--- src/rtl/muldiv_pkg.sv ---
// Shared types and constants for the iterative multiply/divide unit.
package muldiv_pkg;

    typedef enum logic {
        MD_OP_MUL = 1'b0,
        MD_OP_DIV = 1'b1
    } md_op_e;

    typedef enum logic [1:0] {
        ST_IDLE = 2'd0,
        ST_CALC = 2'd1,
        ST_DONE = 2'd2
    } md_state_e;

    localparam int unsigned MD_MUL_BITS_MAX = 8;

    // Legal radix: a power of two no larger than MD_MUL_BITS_MAX that divides the width.
    function automatic bit md_mul_bits_ok(input int unsigned mul_bits, input int unsigned width);
        return (mul_bits != 0) && (mul_bits <= MD_MUL_BITS_MAX) &&
               ((mul_bits & (mul_bits - 1)) == 0) && ((width % mul_bits) == 0);
    endfunction

endpackage

--- src/rtl/muldiv_if.sv ---
// Request/result bundle between the EXE stage and the multiply/divide unit.
interface muldiv_if #(
    parameter int WIDTH = 32
);
    logic             start;
    logic             op;
    logic             is_signed;
    logic [WIDTH-1:0] src1;
    logic [WIDTH-1:0] src2;
    logic             cancel;
    logic             busy;
    logic             done;
    logic [WIDTH-1:0] hi;
    logic [WIDTH-1:0] lo;
    logic             div_by_zero;

    modport master (
        output start, op, is_signed, src1, src2, cancel,
        input  busy, done, hi, lo, div_by_zero
    );

    modport slave (
        input  start, op, is_signed, src1, src2, cancel,
        output busy, done, hi, lo, div_by_zero
    );
endinterface

--- src/rtl/muldiv_signfix.sv ---
// Conditional two's-complement negation of two words, either independently
// or as one double-width value (used for the 2*WIDTH product).
module muldiv_signfix #(
    parameter int WIDTH = 32
) (
    input  logic             join_halves,
    input  logic             neg_hi,
    input  logic             neg_lo,
    input  logic [WIDTH-1:0] in_hi,
    input  logic [WIDTH-1:0] in_lo,
    output logic [WIDTH-1:0] out_hi,
    output logic [WIDTH-1:0] out_lo
);
    logic [1:0][WIDTH-1:0] lane_in;
    logic [1:0][WIDTH-1:0] lane_out;
    logic [1:0]            lane_neg;
    logic [2*WIDTH-1:0]    wide_neg;

    assign lane_in  = {in_hi, in_lo};
    assign lane_neg = {neg_hi, neg_lo};
    assign wide_neg = -{in_hi, in_lo};

    genvar gi;
    generate
        for (gi = 0; gi < 2; gi++) begin : g_lane
            assign lane_out[gi] = lane_neg[gi] ? -lane_in[gi] : lane_in[gi];
        end
    endgenerate

    // Joined mode negates across the halves so the borrow propagates into hi.
    always_comb begin
        if (join_halves) begin
            {out_hi, out_lo} = neg_lo ? wide_neg : {in_hi, in_lo};
        end else begin
            out_hi = lane_out[1];
            out_lo = lane_out[0];
        end
    end

endmodule

--- src/rtl/muldiv_unit.sv ---
// Iterative shift-add multiplier / restoring divider owning the HI/LO registers.
// Define MULDIV_DIV_EN to build the divider; otherwise divides complete at once with no effect on HI/LO.
module muldiv_unit
    import muldiv_pkg::*;
#(
    parameter int WIDTH    = 32,
    parameter int MUL_BITS = 1
) (
    input logic     clk,
    input logic     reset,
    muldiv_if.slave bus
);
    localparam int MUL_STEPS = WIDTH / MUL_BITS;
    localparam int CNT_W     = $clog2(WIDTH) + 1;

    generate
        if (!md_mul_bits_ok(MUL_BITS, WIDTH)) begin : g_bad_cfg
            $error("muldiv_unit: illegal MUL_BITS for this WIDTH");
        end
    endgenerate

    md_state_e          state_reg, state_next;
    logic [CNT_W-1:0]   cnt_reg;
    logic [2*WIDTH-1:0] acc_reg;
    logic [WIDTH-1:0]   opb_reg;
    logic               prod_neg_reg;
    logic [WIDTH-1:0]   hi_reg, lo_reg;
    logic               dbz_reg;

    logic               accept, req_div, div_fast, last_step;
    logic [WIDTH-1:0]   mag1, mag2;
    logic [WIDTH-1:0]   raw_hi, raw_lo, fix_hi, fix_lo;
    logic               out_join, out_neg_hi;
    logic [2*WIDTH-1:0] step_acc_next;

    logic [WIDTH+MUL_BITS-1:0] mul_sum;
    logic [2*WIDTH-1:0]        mul_acc_next;

    assign accept  = (state_reg == ST_IDLE) && bus.start && !bus.cancel;
    assign req_div = (bus.op == MD_OP_DIV);

    muldiv_signfix #(.WIDTH(WIDTH)) u_in_fix (
        .join_halves (1'b0),
        .neg_hi      (bus.is_signed & bus.src1[WIDTH-1]),
        .neg_lo      (bus.is_signed & bus.src2[WIDTH-1]),
        .in_hi       (bus.src1),
        .in_lo       (bus.src2),
        .out_hi      (mag1),
        .out_lo      (mag2)
    );

    // One radix-2^MUL_BITS digit of the multiplier per step; the sum cannot overflow WIDTH+MUL_BITS.
    assign mul_sum = {{MUL_BITS{1'b0}}, acc_reg[2*WIDTH-1:WIDTH]}
                   + ((WIDTH+MUL_BITS)'(opb_reg) * (WIDTH+MUL_BITS)'(acc_reg[MUL_BITS-1:0]));
    assign mul_acc_next = {mul_sum, acc_reg[WIDTH-1:MUL_BITS]};

`ifdef MULDIV_DIV_EN
    md_op_e           op_reg;
    logic             rem_neg_reg;
    logic [WIDTH-1:0] rem_reg;
    logic [WIDTH:0]   div_shift, div_diff;
    logic             div_fits;
    logic [WIDTH-1:0] div_rem_next, div_quo_next;

    // The dividend shifts out of acc_reg's low half while quotient bits shift in.
    assign div_shift    = {rem_reg, acc_reg[WIDTH-1]};
    assign div_diff     = div_shift - {1'b0, opb_reg};
    assign div_fits     = ~div_diff[WIDTH];
    assign div_rem_next = div_fits ? div_diff[WIDTH-1:0] : div_shift[WIDTH-1:0];
    assign div_quo_next = {acc_reg[WIDTH-2:0], div_fits};

    assign div_fast      = req_div && (bus.src2 == '0);
    assign last_step     = (op_reg == MD_OP_DIV) ? (cnt_reg == CNT_W'(WIDTH - 1))
                                                 : (cnt_reg == CNT_W'(MUL_STEPS - 1));
    assign step_acc_next = (op_reg == MD_OP_DIV) ? {acc_reg[2*WIDTH-1:WIDTH], div_quo_next}
                                                 : mul_acc_next;
    assign raw_hi        = (op_reg == MD_OP_DIV) ? div_rem_next : mul_acc_next[2*WIDTH-1:WIDTH];
    assign raw_lo        = (op_reg == MD_OP_DIV) ? div_quo_next : mul_acc_next[WIDTH-1:0];
    assign out_join      = (op_reg == MD_OP_MUL);
    assign out_neg_hi    = rem_neg_reg;
`else
    assign div_fast      = req_div;
    assign last_step     = (cnt_reg == CNT_W'(MUL_STEPS - 1));
    assign step_acc_next = mul_acc_next;
    assign raw_hi        = mul_acc_next[2*WIDTH-1:WIDTH];
    assign raw_lo        = mul_acc_next[WIDTH-1:0];
    assign out_join      = 1'b1;
    assign out_neg_hi    = 1'b0;
`endif

    muldiv_signfix #(.WIDTH(WIDTH)) u_out_fix (
        .join_halves (out_join),
        .neg_hi      (out_neg_hi),
        .neg_lo      (prod_neg_reg),
        .in_hi       (raw_hi),
        .in_lo       (raw_lo),
        .out_hi      (fix_hi),
        .out_lo      (fix_lo)
    );

    always_ff @(posedge clk) begin
        if (reset) begin
            state_reg <= ST_IDLE;
        end else begin
            state_reg <= state_next;
        end
    end

    always_comb begin
        state_next = state_reg;
        unique case (state_reg)
            ST_IDLE: if (accept) state_next = div_fast ? ST_DONE : ST_CALC;
            ST_CALC: begin
                if (bus.cancel)     state_next = ST_IDLE;
                else if (last_step) state_next = ST_DONE;
            end
            ST_DONE: state_next = ST_IDLE;
            default: state_next = ST_IDLE;
        endcase
    end

    always_comb begin
        bus.busy        = (state_reg != ST_IDLE);
        bus.done        = (state_reg == ST_DONE);
        bus.hi          = hi_reg;
        bus.lo          = lo_reg;
        bus.div_by_zero = dbz_reg;
    end

    // Results land only on the edge entering DONE; a cancel on that edge suppresses them.
    always_ff @(posedge clk) begin
        if (reset) begin
            cnt_reg      <= '0;
            acc_reg      <= '0;
            opb_reg      <= '0;
            prod_neg_reg <= 1'b0;
            hi_reg       <= '0;
            lo_reg       <= '0;
            dbz_reg      <= 1'b0;
`ifdef MULDIV_DIV_EN
            op_reg       <= MD_OP_MUL;
            rem_neg_reg  <= 1'b0;
            rem_reg      <= '0;
`endif
        end else if (accept) begin
            cnt_reg      <= '0;
            acc_reg      <= {{WIDTH{1'b0}}, req_div ? mag1 : mag2};
            opb_reg      <= req_div ? mag2 : mag1;
            prod_neg_reg <= bus.is_signed & (bus.src1[WIDTH-1] ^ bus.src2[WIDTH-1]);
`ifdef MULDIV_DIV_EN
            op_reg       <= md_op_e'(bus.op);
            rem_neg_reg  <= bus.is_signed & bus.src1[WIDTH-1];
            rem_reg      <= '0;
            if (div_fast) begin
                hi_reg  <= bus.src1;
                lo_reg  <= '1;
                dbz_reg <= 1'b1;
            end
`else
            if (div_fast) begin
                dbz_reg <= 1'b0;
            end
`endif
        end else if ((state_reg == ST_CALC) && !bus.cancel) begin
            cnt_reg <= cnt_reg + CNT_W'(1);
            acc_reg <= step_acc_next;
`ifdef MULDIV_DIV_EN
            rem_reg <= div_rem_next;
`endif
            if (last_step) begin
                hi_reg  <= fix_hi;
                lo_reg  <= fix_lo;
                dbz_reg <= 1'b0;
            end
        end
    end

endmodule

--- src/flat_wrapper.sv ---
// flat-port wrapper written by rule: the top's interface ports become plain ports
module muldiv_unit_flat import muldiv_pkg::*;
#(
    parameter int WIDTH    = 32,
    parameter int MUL_BITS = 1
)
  (clk, reset, bus_start, bus_op, bus_is_signed, bus_src1, bus_src2, bus_cancel, bus_busy, bus_done, bus_hi, bus_lo, bus_div_by_zero);
  muldiv_if #(.WIDTH(WIDTH)) bus_i ();
  input logic clk;
  input logic reset;
  input wire logic [$bits(bus_i.start)-1:0] bus_start;
  input wire logic [$bits(bus_i.op)-1:0] bus_op;
  input wire logic [$bits(bus_i.is_signed)-1:0] bus_is_signed;
  input wire logic [$bits(bus_i.src1)-1:0] bus_src1;
  input wire logic [$bits(bus_i.src2)-1:0] bus_src2;
  input wire logic [$bits(bus_i.cancel)-1:0] bus_cancel;
  output wire logic [$bits(bus_i.busy)-1:0] bus_busy;
  output wire logic [$bits(bus_i.done)-1:0] bus_done;
  output wire logic [$bits(bus_i.hi)-1:0] bus_hi;
  output wire logic [$bits(bus_i.lo)-1:0] bus_lo;
  output wire logic [$bits(bus_i.div_by_zero)-1:0] bus_div_by_zero;
  assign bus_i.start = bus_start;
  assign bus_i.op = bus_op;
  assign bus_i.is_signed = bus_is_signed;
  assign bus_i.src1 = bus_src1;
  assign bus_i.src2 = bus_src2;
  assign bus_i.cancel = bus_cancel;
  assign bus_busy = bus_i.busy;
  assign bus_done = bus_i.done;
  assign bus_hi = bus_i.hi;
  assign bus_lo = bus_i.lo;
  assign bus_div_by_zero = bus_i.div_by_zero;
  muldiv_unit #(.WIDTH(WIDTH), .MUL_BITS(MUL_BITS)) u_core (.clk(clk), .reset(reset), .bus(bus_i));
endmodule
--- config.mk ---
export PLATFORM = sky130hd
export DESIGN_NAME = muldiv_unit_flat
export DESIGN_NICKNAME = d
export VERILOG_FILES = /design/src/rtl/muldiv_pkg.sv /design/src/rtl/muldiv_if.sv /design/src/rtl/muldiv_signfix.sv /design/src/rtl/muldiv_unit.sv /design/src/flat_wrapper.sv
export SDC_FILE = /design/constraint.sdc
export NUM_CORES = 1
export LEC_CHECK = 0
export ABC_AREA = 0
export BUFFER_PORTS_ARGS = -buffer_cell sky130_fd_sc_hd__buf_2
export CAP_MARGIN = 30
export CORE_MARGIN = 4
export CORE_UTILIZATION = 26
export CTS_BUF_LIST = sky130_fd_sc_hd__clkbuf_4
export CTS_CLUSTER_SIZE = 40
export DETAILED_ROUTE_END_ITERATION = 12
export PLACE_DENSITY = 0.5
export SYNTH_ARGS = -nofsm -noshare
export SYNTH_HDL_FRONTEND = slang
export SYNTH_SLANG_ARGS = --single-unit
--- constraint.sdc ---
create_clock -name clk -period 6.5 [get_ports clk]
set_input_delay 0.65 -clock clk [delete_from_list [all_inputs] [get_ports clk]]
set_output_delay 0.65 -clock clk [all_outputs]
set_load 0.005 [all_outputs]
==> results of run 1 <==
[power groups by stage]
| stage | registers (uW) | clock network [uW] | logic (uW) |
|---|---|---|---|
| 2_1_floorplan | 1110 | 0 | 272 |
| 3_3_place_gp | 1130 | 0 | 394 |
| 3_5_place_dp | 1130 | 0 | 400 |
| 4_1_cts | 1110 | 721 | 401 |
| 5_1_grt | 1110 | 758 | 445 |
| 6_report | 1110 | 697 | 404 |
[metrics by stage]
step | total power (uW) | cell area [um^2]
after floorplan | 1380 | 11600
after global placement | 1520 | 12600
after detailed placement | 1530 | 12700
after CTS | 2230 | 13000
after global routing | 2320 | 13000
final | 2210 | 13000
[layer usage]
layer | wire, um | up-vias
met5 | 27 | -
met4 | 874 | 4
met3 | 2220 | 38
met2 | 17800 | 316
met1 | 20900 | 5516
li1 | - | 5700
[kinds of logic (layout without fill, tap and decap cells)]
kind of cell    after synthesis  after routing  share of synthesized area
flops                       169            169                      0.293
simple gates                583            583                      0.238
buf+inv                     129            202                     0.0446
other cells                   1              3                   0.000325
compound gates              469            469                      0.266
mux                          15             15                     0.0130
fa+ha+maj                    37             37                     0.0407
xor+xnor                    139            139                      0.105
[worst max-delay path by stage]
stage	startpoint	end	slack, ns
floorplan	u_core.acc_reg[0]$_SDFFE_PP0P_	u_core.bus.hi[31]$_SDFFE_PP0P_	2.07
global placement	u_core.acc_reg[0]$_SDFFE_PP0P_	u_core.bus.hi[31]$_SDFFE_PP0P_	1.63
detailed placement	u_core.acc_reg[0]$_SDFFE_PP0P_	u_core.bus.hi[31]$_SDFFE_PP0P_	1.58
CTS	u_core.acc_reg[0]$_SDFFE_PP0P_	u_core.bus.hi[31]$_SDFFE_PP0P_	1.53
global route	u_core.acc_reg[0]$_SDFFE_PP0P_	u_core.bus.hi[31]$_SDFFE_PP0P_	1.19
finish	u_core.acc_reg[0]$_SDFFE_PP0P_	u_core.bus.hi[31]$_SDFFE_PP0P_	1.50
[cell type report]
class                           count  share of cell area
Multi-Input combinational cell   1244               0.590
Sequential cell                   169               0.260
Timing Repair Buffer              149              0.0618
Tap cell                          585              0.0563
Clock inverter                     15              0.0148
Clock buffer                       17             0.00982
Inverter                           21             0.00606
Antenna cell                        2            0.000385
[cells in the mapped netlist (5+ instances only)]
library cell,number,area [um^2]
nand2_1,195,732
a211oi_1,81,608
nor4_1,19,119
xor2_1,83,727
nand2b_1,8,50.1
a31oi_1,12,75.1
inv_1,20,75.1
o31ai_1,25,188
nand3_1,20,100
o21ai_0,63,315
and2_1,44,275
ha_1,36,450
a22oi_1,29,218
nor2b_1,7,43.8
nand3b_1,5,37.5
buf_2,7,35.0
or3_1,14,87.6
buf_1,7,26.3
nor2_1,180,676
mux2i_1,15,150
a221oi_1,6,52.6
nand4_1,19,119
or4_1,15,113
a211o_1,9,78.8
a21oi_1,147,736
o211ai_1,33,248
dfxtp_1,169,3380
xnor2_1,56,490
a21o_1,9,67.6
o41ai_1,11,96.3
a311oi_1,7,61.3
nor3_1,29,145
clkbuf_1,89,334
[worst max-delay path, stage by stage, from the launching register on]
cell	delay, ns
dfxtp_1	0.60
and2_1	0.30
ha_1	0.20
fa_1	0.43
a211o_1	0.33
a211o_1	0.36
a21oi_2	0.27
o21ai_0	0.15
xor2_1	0.21
or3_1	0.44
or4_1	0.69
or3_1	0.37
or4_1	0.40
a31oi_1	0.16
==> results by group, run 1 <==
Outcome
  • Status: finished, final reports clean

Clock tree
  • Clock tree sinks: between 150 and 200
  • Total CTS buffers: 17
  • CTS tree: done
  • Max H-tree Level: 4
  • Clock network latency to the later pin of the worst-skew pair: 0.62 ns
  • CTS max path bufs: 2
  • Clk Tree Root Cell: clkbuf_4
  • Worst-path clk slew: 0.20 ns
  • Post-cts resize count: 0
  • Post-CTS Hold Buffers: 0
  • Post-CTS setup buffers: 0

Worst setup path
  • Reg2Reg Launch Point: u_core.acc_reg[0]$_SDFFE_PP0P_
  • RR Endpoint: u_core.bus.hi[31]$_SDFFE_PP0P_
  • Req. time, crit path: 7.02 ns
  • R2R setup slack: approximately 1.5 ns
  • Startpoint type of the worst setup path: register
  • Largest fanout on the critical path: 33
  • Worst r2r path cells: 13
  • WP data arrival: around 5.5 ns
  • Crit end category: register
  • Critical path class: register to register

Hold path
  • Hold endpoint: u_core.opb_reg[31]$_SDFFE_PP0P_
  • Hold Crit Start: bus_src1[31]
  • Hold Crit Class: input port to register
  • Hold path cells: 3

Timing
  • Max-Slew Margin vs Limit: 0.311
  • Final Skew: around 0.039 ns
  • WHS: ~0.34 ns
  • RSZ-0062 raised after global routing: no
  • Period minus WS final: ~5.0 ns
  • Worst slew pin tran: between 1 and 1.5 ns
  • Final Hold Vio Count: 0
  • Final setup TNS: 0 ns
  • Max Clock Freq: roughly 200 MHz
  • Setup ws final: ~1.5 ns
  • Tcrit/Tclk final: 0.769
  • Final Max Slew Viols: 0
  • Endpoints failing setup: 0

Global routing
  • Largest net degree at the start of global routing: 84
  • Initial antenna violation count: 4
  • Total GRT Usage: 0.168
  • GRT busiest layer: met1
  • Vias in the first global route: around 11000
  • Met3 global-route usage: 0.0227
  • First-pass GRT wire length: about 63000 um
  • GRT met1 Usage: 0.253
  • GRT Residual Overflow: 0
  • M2 GR Usage: 0.252

Placed design
  • Dpl ws: approximately 1.6 ns
  • Placed insts: 2168
  • Final HPWL DP: about 33000 um
  • GPL Wtd Cong: 0.903
  • PortBufs: 135

Power and ir drop
  • Pleak: between 0.004 and 0.005 uW
  • Sw Share: 0.355
  • Peak supply drop: approximately 98 uV
  • Switching Power: ~780 uW
  • Clk pwr share: 0.316
  • P per Cell Area: roughly 170 nW/um^2
  • Comb pwr share: 0.183
  • Register share of total power: 0.501
  • Pint: 1420 uW

Logic synthesis
  • Fraction of registers with async set/reset: 0
  • Mapped Cells: 1542
  • Syn_area_per_cell: around 7.5 um^2
  • Post-synth EDFFs: 0
  • Yosys cell types: between 70 and 80
  • Syn Nets: about 1600
  • Cell area after synthesis: 11600 um^2
  • Synthesis Warnings: 0
  • Sequential fraction of the synthesis area: 0.293
  • Synth Register Bits: about 170
  • Main synth FF type: dfxtp_1

Cells and area
  • Final Core Density: 0.299
  • Final Net Count: 1709
  • Final Non-Filler Cells: roughly 2200
  • Max reg flops: 64
  • Share of cells above drive strength 1: 0.126
  • Highest-count cells in the layout ignoring fill and taps: nand2_1 (194), nor2_1 (179), dfxtp_1 (168)
  • Most common cell after layout, fill and taps aside: nand2_1
  • Fillers: between 4000 and 5000
  • Register Area: around 3400 um^2
  • Area grow syn2layout: 12.5%
  • Multi-input logic area: ~7700 um^2

Routing
  • Final ANT Viol Nets: 0
  • DRC errors left: 0
  • Vias: 11574
  • Routed wire length: 41800 um
  • Routed length per placed instance: 19.0 um
  • Drt pass-1 iters: 5
  • Starting DRT DRC Count: around 900
  • Vias per cell: 5.26

Floorplanning
  • Initial Util: 0.266
  • Die Width: 219 um
  • Standard-cell rows: 76
  • Core ar.: between 40000 and 50000 um^2
  • Chip Height: around 220 um
  • Boundary pin count: roughly 140
  • Die ar.: between 40000 and 50000 um^2

Run
  • Max_cap viols: 0
Power figures use the tool's default switching activity.
==> run 2, diff against run 1 <==
==> constraint.sdc (replaced) <==
create_clock -name clk -period 5.1 [get_ports clk]
set_input_delay 0.51 -clock clk [delete_from_list [all_inputs] [get_ports clk]]
set_output_delay 0.51 -clock clk [all_outputs]
set_load 0.005 [all_outputs]
==> run 2 against run 1 <==
Against the previous run: clock power is 16% higher; non-clock buffer count grew 15; register-to-register slack lost 1.2 ns; setup slack worse by 1.2 ns; sequential power up 26%; cell count is 0.68% higher; highest routed layer unchanged; core utilization increased by 0.21 points; first-iteration DRC count grew 11%; design area rose by 0.71%; maximum frequency up 5.3%; count of clock-buffer cells in the layout did not move; largest cell class unchanged; critical endpoint unchanged; sequential share of layout area decreased by 0.18 points.
==> results by group, run 2 (synthesized netlist as in run 1, its figures left out) <==
Cells and area
  • Max reg flops: 64 (unchanged)
  • Area grow syn2layout: 13.3%
  • Most common cell after layout, fill and taps aside: nand2_1
  • Fillers: 4828 (+0.63%)
  • Share of cells above drive strength 1: 0.134 (+0.00743)
  • Final Non-Filler Cells: 2217 (+0.68%)
  • Highest-count cells in the layout ignoring fill and taps: nand2_1 (194), nor2_1 (179), dfxtp_1 (168)
  • Register Area: 3380 um^2 (unchanged)
  • Multi-input logic area: 7680 um^2 (unchanged)
  • Final Net Count: 1724 (+0.88%)

Clock tree
  • Clk Tree Root Cell: clkbuf_4
  • CTS tree: done
  • Post-cts resize count: 0 (unchanged)
  • Clock network latency to the later pin of the worst-skew pair: 0.66 ns (+0.04 ns)
  • Post-CTS Hold Buffers: 0 (unchanged)
  • Worst-path clk slew: 0.19 ns (about the same)
  • Total CTS buffers: 17 (unchanged)
  • Clock tree sinks: 169 (unchanged)
  • Max H-tree Level: 4 (unchanged)
  • CTS max path bufs: 2 (unchanged)
  • Post-CTS setup buffers: 0 (unchanged)

Routing
  • DRC errors left: 0 (unchanged)
  • Final ANT Viol Nets: 0 (unchanged)
  • Vias per cell: 5.23 (-0.59%)
  • Routed length per placed instance: 19.1 um (+0.50%)
  • Vias: 11584 (+0.086%)
  • Drt pass-1 iters: 5 (unchanged)
  • Routed wire length: 42300 um (+1.2%)
  • Starting DRT DRC Count: 1010 (+11%)

Placed design
  • Final HPWL DP: 33300 um (+1.0%)
  • Placed insts: 2182 (+0.65%)
  • PortBufs: 135 (unchanged)
  • GPL Wtd Cong: 0.887 (-1.8%)

Timing
  • Worst slew pin tran: 0.953 ns (-0.0802 ns)
  • Max-Slew Margin vs Limit: 0.365 (+0.0535)
  • Endpoints failing setup: 0 (unchanged)
  • Final Max Slew Viols: 0 (unchanged)
  • Tcrit/Tclk final: 0.930 (+0.162)
  • Final setup TNS: 0 ns (unchanged)
  • Final Hold Vio Count: 0 (unchanged)
  • WHS: 0.190 ns (-0.153 ns)
  • Period minus WS final: 4.75 ns (-0.250 ns)
  • Final Skew: 0.0421 ns (+0.00289 ns)
  • Max Clock Freq: 211 MHz (+5.3%)
  • RSZ-0062 raised after global routing: no

Power and ir drop
  • Peak supply drop: 108 uV (+10%)
  • P per Cell Area: 209 nW/um^2 (+23%)
  • Pleak: 0.00485 uW (+1.3%)

Worst setup path
  • Startpoint type of the worst setup path: register
  • Max incr delay on CP: 0.65 ns (-0.04 ns)
  • Critical path depth: 13 (unchanged)
  • Largest fanout on the critical path: 30 (-9.1%)
  • Critical path buffer and inverter count: 1 (+1)
  • Worst r2r path cells: 13 (unchanged)
  • Crit end category: register
  • Crit path max-delay family: simple AND/OR/NAND/NOR gates
  • Critical path's most frequent cell: or4_1
  • WP data arrival: 5.30 ns (-0.22 ns)
  • Crit path cell chain: buf_4 > and2_1 > ha_1 > nand4_1 > nor2_1 > a21boi_0 > nor2_1 > xnor2_1 > or4_1 > or4_1 > or3_1 > or4_1 > a31oi_1
  • CP max stage cell: or4_1
  • Req. time, crit path: 5.66 ns (-1.36 ns)
  • Critical path class: register to register

Floorplanning
  • Boundary pin count: 137 (unchanged)
  • Core ar.: 43500 um^2 (unchanged)
  • Die Width: 219 um (unchanged)
  • Standard-cell rows: 76 (unchanged)
  • Initial Util: 0.266 (unchanged)
  • Chip Height: 219 um (unchanged)
  • Die ar.: 47900 um^2 (unchanged)

Global routing
  • First-pass GRT wire length: 64100 um (+1.7%)
  • GRT Residual Overflow: 0 (unchanged)
  • Total GRT Usage: 0.172 (+0.00345)
  • Vias in the first global route: 10624 (+0.52%)
  • Largest net degree at the start of global routing: 99 (+18%)
  • Initial antenna violation count: 4 (unchanged)

Outcome
  • Status: finished, final reports clean

Run
  • Max_cap viols: 0 (unchanged)

Hold path
  • Hold Crit Class: input port to register
  • Hold path cells: 3 (unchanged)
run 2: cell types whose count changed in the layout (fill, tap and decap cells not counted), sizes merged:
cell / change
bufinv: -1
buf: +15
clkinv: +1
run 2: through the flow:
step	instance area, um^2	util	worst slack, ns	power (uW)
6_report	13100	0.301	0.355	2740
4_1_cts	13100	0.301	0.399	2770
5_1_grt	13100	0.301	0.0458	2890
3_3_place_gp	12800	0.294	0.496	1940
2_1_floorplan	11600	-	0.668	1760
3_5_place_dp	12800	0.294	0.460	1950
run 2: routing by layer:
metal,up-vias,wire (um),GRT usage
met4,4,981,0.0480
met5,-,28,0
met1,5449,21000,0.257
met3,44,2310,0.0277
met2,342,18000,0.253
li1,5745,-,-
run 2: where the power goes:
part           switching, uW  total [uW]  internal [uW]  leakage, uW
Clock                    589         812            223     0.000154
Combinational            347         525            179      0.00333
Sequential              46.0        1400           1360      0.00137
Total                    982        2740           1760      0.00485
run 2: path summary, 6_finish.rpt:
kind	endpoint	from	slack (ns)
min reg2reg	u_core.bus.lo[13]$_SDFFE_PP0P_	u_core.bus.lo[13]$_SDFFE_PP0P_	0.46
min	u_core.opb_reg[31]$_SDFFE_PP0P_	bus_src1[31]	0.19
max	u_core.bus.hi[31]$_SDFFE_PP0P_	u_core.acc_reg[0]$_SDFFE_PP0P_	0.35
max reg2reg	u_core.bus.hi[31]$_SDFFE_PP0P_	u_core.acc_reg[0]$_SDFFE_PP0P_	0.35
run 2: area by class of cell:
| type | instances | share of cell area |
|---|---|---|
| Antenna cell | 2 | 0.000382 |
| Inverter | 21 | 0.00602 |
| Timing Repair Buffer | 164 | 0.0715 |
| Clock buffer | 17 | 0.00975 |
| Sequential cell | 169 | 0.259 |
| Tap cell | 585 | 0.0559 |
| Clock inverter | 15 | 0.0117 |
| Multi-Input combinational cell | 1244 | 0.586 |
run 2: tightest hold or removal path, cell delays in order:
cell,delay [ns]
buf_2,0.15
nand3_1,0.09
a311oi_1,0.08
==> run 3, diff against run 2 <==
--- a/config.mk
+++ b/config.mk
@@ -14,6 +14,7 @@
 export CTS_CLUSTER_SIZE = 40
 export DETAILED_ROUTE_END_ITERATION = 12
 export PLACE_DENSITY = 0.5
+export SLEW_MARGIN = 20
 export SYNTH_ARGS = -nofsm -noshare
 export SYNTH_HDL_FRONTEND = slang
 export SYNTH_SLANG_ARGS = --single-unit
==> constraint.sdc (replaced) <==
create_clock -name clk -period 5.98 [get_ports clk]
set_input_delay 0.598 -clock clk [delete_from_list [all_inputs] [get_ports clk]]
set_output_delay 0.598 -clock clk [all_outputs]
set_load 0.005 [all_outputs]
==> run 3 against run 2 <==
Against the previous run: count of clock-buffer cells in the layout is the same; core utilization shrank 0.11 points; register-to-register slack gained 0.68 ns; first-iteration DRC count shrank 13%; sequential power shrank 14%; worst hold slack gained 0.060 ns; largest cell class unchanged; highest routed layer unchanged; via count is essentially flat; largest power group unchanged.
==> results by group, run 3 (synthesized netlist as in run 1, its figures left out) <==
Cells and area
  • Max reg flops: 64 (unchanged)
  • Area grow syn2layout: 12.9%
  • Most common cell after layout, fill and taps aside: nand2_1
  • Share of cells above drive strength 1: 0.129 (-0.00473)
  • Final Net Count: 1714 (-0.58%)
  • Highest-count cells in the layout ignoring fill and taps: nand2_1 (194), nor2_1 (179), dfxtp_1 (168)
  • Post-layout instance area: 13000 um^2 (-0.37%)
  • Final Core Density: 0.300 (-0.00112)
  • Fillers: 4807 (-0.43%)

Placed design
  • GPL Wtd Cong: 0.897 (+1.1%)
  • Final HPWL DP: 32800 um (-1.3%)
  • PortBufs: 135 (unchanged)
  • DP Area: 12700 um^2 (-0.59%)

Clock tree
  • Total CTS buffers: 17 (unchanged)
  • Max H-tree Level: 4 (unchanged)
  • CTS max path bufs: 2 (unchanged)
  • Post-CTS Hold Buffers: 0 (unchanged)
  • Clock tree sinks: 169 (unchanged)
  • Worst-path clk slew: 0.21 ns (+0.02 ns)
  • Clock network latency to the later pin of the worst-skew pair: 0.67 ns (about the same)
  • Post-CTS setup buffers: 0 (unchanged)
  • Post-cts resize count: 0 (unchanged)
  • Clk Tree Root Cell: clkbuf_4
  • CTS tree: done

Worst setup path
  • Critical path class: register to register
  • Largest fanout on the critical path: 33 (+10%)
  • Crit end category: register
  • Req. time, crit path: 6.59 ns (+0.93 ns)
  • Startpoint type of the worst setup path: register
  • Crit path max-delay family: simple AND/OR/NAND/NOR gates
  • Crit path cell chain: and2_1 > ha_1 > fa_1 > a211o_1 > a211o_1 > a21oi_2 > o21ai_0 > xor2_1 > or3_1 > or4_1 > or3_1 > or4_1 > a31oi_1
  • Max incr delay on CP: 0.68 ns (+0.03 ns)
  • CP max stage cell: or4_1
  • Critical path buffer and inverter count: 0 (-1)
  • R2R setup slack: 1.04 ns (+0.68 ns)
  • WP data arrival: 5.55 ns (+0.25 ns)

Outcome
  • Status: finished, final reports clean

Timing
  • Worst slew pin tran: 0.896 ns (-0.0564 ns)
  • Tcrit/Tclk final: 0.826 (-0.104)
  • Final Hold Vio Count: 0 (unchanged)
  • RSZ-0062 raised after global routing: no
  • Final setup TNS: 0 ns (unchanged)
  • Endpoints failing setup: 0 (unchanged)
  • Max Clock Freq: 202 MHz (-4.0%)
  • Max-Slew Margin vs Limit: 0.399 (+0.0344)
  • Period minus WS final: 4.94 ns (+0.195 ns)
  • Final Max Slew Viols: 0 (unchanged)
  • Final Skew: 0.0551 ns (+0.0130 ns)

Floorplanning
  • Die ar.: 47900 um^2 (unchanged)
  • Boundary pin count: 137 (unchanged)
  • Core ar.: 43500 um^2 (unchanged)
  • Initial Util: 0.266 (unchanged)
  • Chip Height: 219 um (unchanged)
  • Die Width: 219 um (unchanged)
  • Standard-cell rows: 76 (unchanged)

Power and ir drop
  • Peak supply drop: 87.6 uV (-19%)
  • Pleak: 0.00481 uW (-0.76%)
  • P per Cell Area: 182 nW/um^2 (-13%)

Routing
  • Vias: 11574 (-0.086%)
  • Final ANT Viol Nets: 0 (unchanged)
  • Routed length per placed instance: 18.8 um (-1.4%)
  • Vias per cell: 5.24 (+0.32%)
  • Starting DRT DRC Count: 876 (-13%)
  • Routed wire length: 41600 um (-1.8%)
  • DRC errors left: 0 (unchanged)
  • Drt pass-1 iters: 5 (unchanged)

Global routing
  • Initial antenna violation count: 5 (+1)
  • Largest net degree at the start of global routing: 84 (-15%)
  • GRT Residual Overflow: 0 (unchanged)
  • First-pass GRT wire length: 63000 um (-1.8%)
  • Total GRT Usage: 0.169 (-0.00259)
  • Vias in the first global route: 10385 (-2.2%)

Run
  • Max_cap viols: 0 (unchanged)

Hold path
  • Hold Crit Class: input port to register
run 3: path summary, 6_finish.rpt:
check                                                  endpoint  cells past startpoint                            from
worst max register to register   u_core.bus.hi[31]$_SDFFE_PP0P_                     13  u_core.acc_reg[0]$_SDFFE_PP0P_
worst min-delay path            u_core.opb_reg[31]$_SDFFE_PP0P_                      3                    bus_src1[31]
worst min register to register   u_core.bus.lo[13]$_SDFFE_PP0P_                      2  u_core.bus.lo[13]$_SDFFE_PP0P_
worst max-delay path             u_core.bus.hi[31]$_SDFFE_PP0P_                     13  u_core.acc_reg[0]$_SDFFE_PP0P_
run 3: metal layers:
metal  track usage  vias up  wire length [um]
met1         0.252     5477             20400
met5             0        -                21
met3        0.0288       44              2560
met2         0.249      323             17600
li1              -     5726                 -
met4        0.0497        4               964
run 3: worst reg2reg max path: stages (launching register included):
cell,delay [ns]
dfxtp_1,0.59
and2_1,0.30
ha_1,0.20
fa_1,0.43
a211o_1,0.33
a211o_1,0.36
a21oi_2,0.26
o21ai_0,0.15
xor2_1,0.21
or3_1,0.45
or4_1,0.68
or3_1,0.38
or4_1,0.40
a31oi_1,0.17
run 3: power breakdown:
part | internal, uW | switching [uW]
Sequential | 1160 | 43.1
Clock | 231 | 505
Combinational | 150 | 290
run 3: through the flow:
stage | setup WS (ns) | total power [uW] | hold slack (ns) | std cells
finish | 1.04 | 2380 | 0.250 | 2208
CTS | 1.03 | 2410 | 0.192 | 2204
global placement | 1.12 | 1650 | 0.439 | 2171
floorplan | 1.55 | 1500 | 0.427 | 1542
global route | 0.682 | 2500 | 0.207 | 2207
detailed placement | 1.05 | 1660 | 0.443 | 2172
run 3: cell type report:
cell class | instances | area (um^2) | area share
Multi-Input combinational cell | 1244 | 7680 | 0.588
Sequential cell | 169 | 3380 | 0.259
Timing Repair Buffer | 154 | 861 | 0.0660
Tap cell | 585 | 732 | 0.0561
Clock inverter | 15 | 176 | 0.0135
Clock buffer | 17 | 128 | 0.00978
Inverter | 21 | 78.8 | 0.00604
Antenna cell | 3 | 7.51 | 0.000576
